## config.mk

```make
export PLATFORM = sky130hd
export DESIGN_NAME = cla_add_arbiter
export DESIGN_NICKNAME = d
export VERILOG_FILES = /design/src/rtl/cla_add_arbiter.sv
export SDC_FILE = /design/constraint.sdc
export NUM_CORES = 1
export LEC_CHECK = 0
export BUFFER_PORTS_ARGS = -buffer_cell sky130_fd_sc_hd__clkbuf_2
export CORE_MARGIN = 2
export CORE_UTILIZATION = 55
export CTS_BUF_LIST = sky130_fd_sc_hd__clkbuf_2 sky130_fd_sc_hd__clkbuf_4 sky130_fd_sc_hd__clkbuf_8
export DETAILED_ROUTE_END_ITERATION = 10
export GPL_TIMING_DRIVEN = 0
export PLACE_DENSITY_LB_ADDON = 0.15
export SYNTH_ARGS = -nofsm -noshare
export SYNTH_HDL_FRONTEND = slang
export SYNTH_SLANG_ARGS = --single-unit
export TNS_END_PERCENT = 20
```

## constraint.sdc

```tcl
create_clock -name clk -period 7.85 [get_ports clk]
set_input_delay 0.785 -clock clk [delete_from_list [all_inputs] [get_ports clk]]
set_output_delay 0.785 -clock clk [all_outputs]
set_load 0.05 [all_outputs]
```

## src/rtl/cla_add_arbiter.sv

```systemverilog
// Round-robin front end that shares one registered 5-bit CLA adder among NREQ
// requesters and tags each result with its issuing requester id.
module cla_add_arbiter #(
  parameter int NREQ = 4,
  parameter int IDW  = $clog2(NREQ)
) (
  input  logic              clk,
  input  logic              rst,
  input  logic [NREQ-1:0]   req_valid,
  input  logic [5*NREQ-1:0] req_a,
  input  logic [5*NREQ-1:0] req_b,
  output logic [NREQ-1:0]   req_ready,
  output logic [4:0]        add_a,
  output logic [4:0]        add_b,
  input  logic [4:0]        add_sum,
  input  logic              add_cout,
  output logic              rsp_valid,
  output logic [IDW-1:0]    rsp_id,
  output logic [4:0]        rsp_sum,
  output logic              rsp_cout,
  output logic [15:0]       stat_ops,
  output logic [15:0]       stat_carry
);

  logic [IDW-1:0]            last_q, last_d;
  logic [NREQ-1:0]           gnt;
  logic [IDW-1:0]            gnt_id;
  logic                      accept;
  logic [1:0]                vld_pipe_q;
  logic [1:0][IDW-1:0]       id_pipe_q;
  logic [15:0]               ops_q, ops_d, carry_q, carry_d;

  // Search begins one past the last grant so every requester gets a turn.
  always_comb begin
    gnt    = '0;
    gnt_id = '0;
    accept = 1'b0;
    for (int k = 1; k <= NREQ; k++) begin
      logic [IDW-1:0] idx;
      idx = IDW'((int'(last_q) + k) % NREQ);
      if (!accept && req_valid[idx] && !rst) begin
        accept   = 1'b1;
        gnt[idx] = 1'b1;
        gnt_id   = idx;
      end
    end
  end

  always_comb begin
    add_a = 5'b0;
    add_b = 5'b0;
    for (int i = 0; i < NREQ; i++) begin
      if (gnt[i]) begin
        add_a = req_a[5*i +: 5];
        add_b = req_b[5*i +: 5];
      end
    end
  end

  always_comb begin
    last_d  = accept ? gnt_id : last_q;
    ops_d   = (accept && ops_q != 16'hFFFF) ? ops_q + 16'd1 : ops_q;
    carry_d = (rsp_valid && add_cout && carry_q != 16'hFFFF) ? carry_q + 16'd1 : carry_q;
  end

  // Tag pipeline mirrors the adder's input and output registers.
  always_ff @(posedge clk) begin
    if (rst) begin
      last_q     <= IDW'(NREQ-1);
      vld_pipe_q <= '0;
      id_pipe_q  <= '0;
      ops_q      <= '0;
      carry_q    <= '0;
    end else begin
      last_q       <= last_d;
      vld_pipe_q   <= {vld_pipe_q[0], accept};
      id_pipe_q[0] <= gnt_id;
      id_pipe_q[1] <= id_pipe_q[0];
      ops_q        <= ops_d;
      carry_q      <= carry_d;
    end
  end

  // Gated by rst so stale in-flight results never surface in the reset cycle.
  assign rsp_valid  = vld_pipe_q[1] && !rst;
  assign rsp_id     = rst ? '0 : id_pipe_q[1];
  assign rsp_sum    = add_sum;
  assign rsp_cout   = add_cout;
  assign req_ready  = gnt;
  assign stat_ops   = ops_q;
  assign stat_carry = carry_q;

endmodule


```

==> impl_metrics.py <==
metrics = {
    "power": {
        "swShare_pct": 52.5,
        "ir_drop_mv": 0.288,
        "combinationalPowerShare_pct": 65.9,
        "clkPwrFrac_pct": 13.9,
        "p_sw_uw": 638,
        "p_int_uw": 578,
        "power_density_mw_per_mm2": 347,
        "p_leak_uw": 0.00151,
        "seqPwrFrac_pct": 20.3,
    },
    "job": {
        "cap_violations": 0,
    },
    "cells_and_area": {
        "fin_area_mm2": 0.00351,
        "layout_commonest_cell": "clkbuf_2",
        "synthToLayoutAreaGrowth_pct": 24.7,
        "antennaDiodeCount": 0,
        "utilization_pct": 70.0,
        "layout_common_cells": "100 x clkbuf_2, 40 x dfxtp_1, 29 x nor2_1, 23 x inv_1, 18 x nand3_1",
        "nFillCells": 466,
        "drive_gt1_share_pct": 31.5,
        "nets": 507,
    },
    "yosys": {
        "syn_nets": 401,
        "yosysTopAreaCellShare_pct": 28.5,
        "synth_top_area_cell": "dfxtp_1",
        "synthFlopType": "dfxtp_1",
        "synth_seq_cells": 40,
        "syn_inst": 340,
        "synth.area.top_cells": "dfxtp_1 28%, xor2_1 4.4%, ha_1 4.0%",
        "syn-cell-area_mm2": 0.00281,
        "yosysUniqueCellTypes": 55,
        "synth_warnings": 0,
        "syn_avg_cell_area_um2": 8.27,
        "synthArstFlopShare_pct": 0,
        "ys_seq_area_share_pct": 28.5,
        "synth_edf_count": 0,
    },
    "floorplan": {
        "die_h_um": 75.5,
        "ios": 107,
        "initial_core_util_pct": 56.1,
        "fp-row-count": 26,
        "die_w_um": 75.5,
        "dieArea_mm2": 0.00570,
        "core_area_mm2": 0.00501,
    },
    "worst_hold_path": {
        "hold_class": "register to register",
        "hold_depth": 1,
        "hold_path_startpoint": "id_pipe_q[0]",
        "hold_path_end": "id_pipe_q[2]",
    },
    "setup_path": {
        "start_kind": "register",
        "r2r_cells": 10,
        "cp_data_required_time_ns": 7.07,
        "r2r_end": "stat_ops[14]",
        "slowest_delay_ns": 0.52,
        "r2r_start": "last_q[1]",
        "path_class": "register to output port",
        "arrival_ns": 3.98,
        "worstPathMaxFanout": 10,
        "worst_path_max_delay_cell": "a221oi_4",
        "rrSetupSlack_ns": 4.63,
        "endpoint_kind": "output port",
        "cp_cell_sequence": "clkbuf_1 > inv_1 > ha_1 > mux4_2 > nor2b_1 > buf_6 > a311o_1 > a221oi_4 > o221ai_1 > o221a_2 > clkbuf_2",
    },
    "sta": {
        "final-setup-viol-count": 0,
        "maxSlewHeadroom_pct": 36.3,
        "tightest_slew_ns": 0.947,
        "post-route-period-util_pct": 60.6,
        "fmax_mhz": 210,
        "setup_ws_ns": 3.09,
        "hold_viol": 0,
        "maxSlewViolCount": 0,
        "hold_ws_ns": 0.441,
        "rsz0062_at_grt": "false",
        "post-route-min-period_ns": 4.76,
        "clock_skew_ns": 0.00547,
        "tns_ns": 0,
    },
    "route": {
        "drc_errors": 0,
        "viasPerCell": 5.64,
        "vias": 2914,
        "ant_nets": 0,
        "post_drt_wl_per_cell_um": 13.5,
        "drt_iter0_drc": 84,
        "finalWirelength_mm": 7.00,
        "first_pass_iters": 4,
    },
    "grt": {
        "overflow": 0,
        "grt_pass1_vias": 2595,
        "grt_max_degree": 13,
        "track_usage_pct": 25.0,
        "antenna_found_initial": 0,
        "grt_pass1_wl_mm": 11.3,
    },
    "placed_design": {
        "io_buffers": 99,
        "gp_congestion": 0.860,
        "hpwlAfterDp_mm": 5.43,
        "pre_cts_slack_ns": 3.45,
        "postPlaceCellArea_mm2": 0.00339,
    },
    "cts": {
        "cts.path.max_buffers": 2,
        "worst_skew_pair.late_latency_ns": 0.30,
        "cts-resized-gates": 0,
        "cts_hold_buffers": 0,
        "cts_tree": "yes",
        "htreeDepth": 2,
        "cts.sinks": 40,
        "cts_buffers": 5,
        "clockRootBuffer": "clkbuf_8",
        "path_clk_slew_ns": 0.07,
        "post_cts_buffers": 0,
    },
    "run_status": {
        "outcome": "finished, final reports clean",
    },
}
-- layout make-up --
type	instances	area, um2	area share (%)
Multi-Input combinational cell	248	1760	50.2
Sequential cell	40	801	22.8
Timing Repair Buffer	99	495	14.1
Clock buffer	6	76.3	2.18
Tap cell	70	87.6	2.50
Clock inverter	2	35.0	0.999
Buffer	29	163	4.64
Inverter	23	86.3	2.46
-- power by group through the flow --
stage                     clock network (uW)  registers (uW)  logic (uW)
after floorplan                            0             270         627
after global placement                     0             249         788
after detailed placement                   0             251         801
after CTS                                171             246         802
after global routing                     179             250         859
final                                    169             246         801
-- state kept, by name, indices dropped and copies added, names as in the netlist --
| name | cells |
|---|---|
| stat_carry | 16 |
| stat_ops | 16 |
| id_pipe_q | 4 |
| last_q | 2 |
| vld_pipe_q | 2 |
-- logic make-up (layout without fill, tap and decap cells) --
logic type               after synthesis  after routing  synth area share [%]
AO/OA/AOI/OAI                         78             78                  22.4
XOR/XNOR                              22             22                  6.85
adder cells (fa/ha/maj)                9              9                  4.01
buffers and inverters                 52            159                  8.86
flip-flops                            40             40                  28.5
multiplexers                           8              8                  3.83
AND/OR/NAND/NOR                      131            131                  25.6
-- synth_stat cells, types with 3 or more instances --
library cell,count
dfxtp_1,40
nor2_1,29
inv_1,23
nand3_1,18
nand2_1,17
xor2_1,14
a21oi_1,13
clkbuf_1,13
o211ai_1,10
ha_1,9
o21ai_0,9
o221a_2,9
o221ai_1,9
nor2b_1,8
xnor2_1,8
nand3b_1,7
buf_2,6
buf_4,6
nand4_1,6
nor4_1,6
or4_1,6
and3_1,5
and4_1,5
nand2b_1,5
mux2i_1,4
nor3_1,4
o31ai_1,4
o32ai_1,4
or3_1,4
a311o_1,3
buf_6,3
or2b_1,3
-- per-layer routing --
layer  vias to the layer above  track usage (%)  share of wire [%]
li1                       1459                -                  -
met4                         0             8.77               0.59
met1                      1357             30.8                 45
met3                         7             5.16                5.3
met2                        91             43.2                 49
met5                         -                0                  0
-- worst max-delay path, delay by kind of cell (launching register included) --
family          cells  cell delay, ns
compound gates      4            1.32
fa+ha+maj           1            0.43
buf+inv             4            0.94
flops               1            0.50
mux                 1            0.33
simple gates        1            0.16
-- worst max-delay path by stage --
stage / from / endpoint / slack [ns] / depth (start not counted)
2_1_floorplan: last_q[1] / add_a[4] / 3.70 / 10
3_5_place_dp: last_q[1] / add_a[1] / 3.45 / 11
4_1_cts: last_q[1] / add_a[1] / 3.13 / 11
5_1_grt: last_q[1] / add_a[0] / 2.86 / 11
3_3_place_gp: last_q[1] / add_a[1] / 3.53 / 11
6_report: last_q[1] / add_a[1] / 3.09 / 11
-- metrics by stage --
stage | power, uW | cells
after floorplan | 897 | 340
after global placement | 1040 | 509
after detailed placement | 1050 | 509
after CTS | 1220 | 517
after global routing | 1290 | 517
final | 1220 | 517
(Power assumes the default switching activity.)
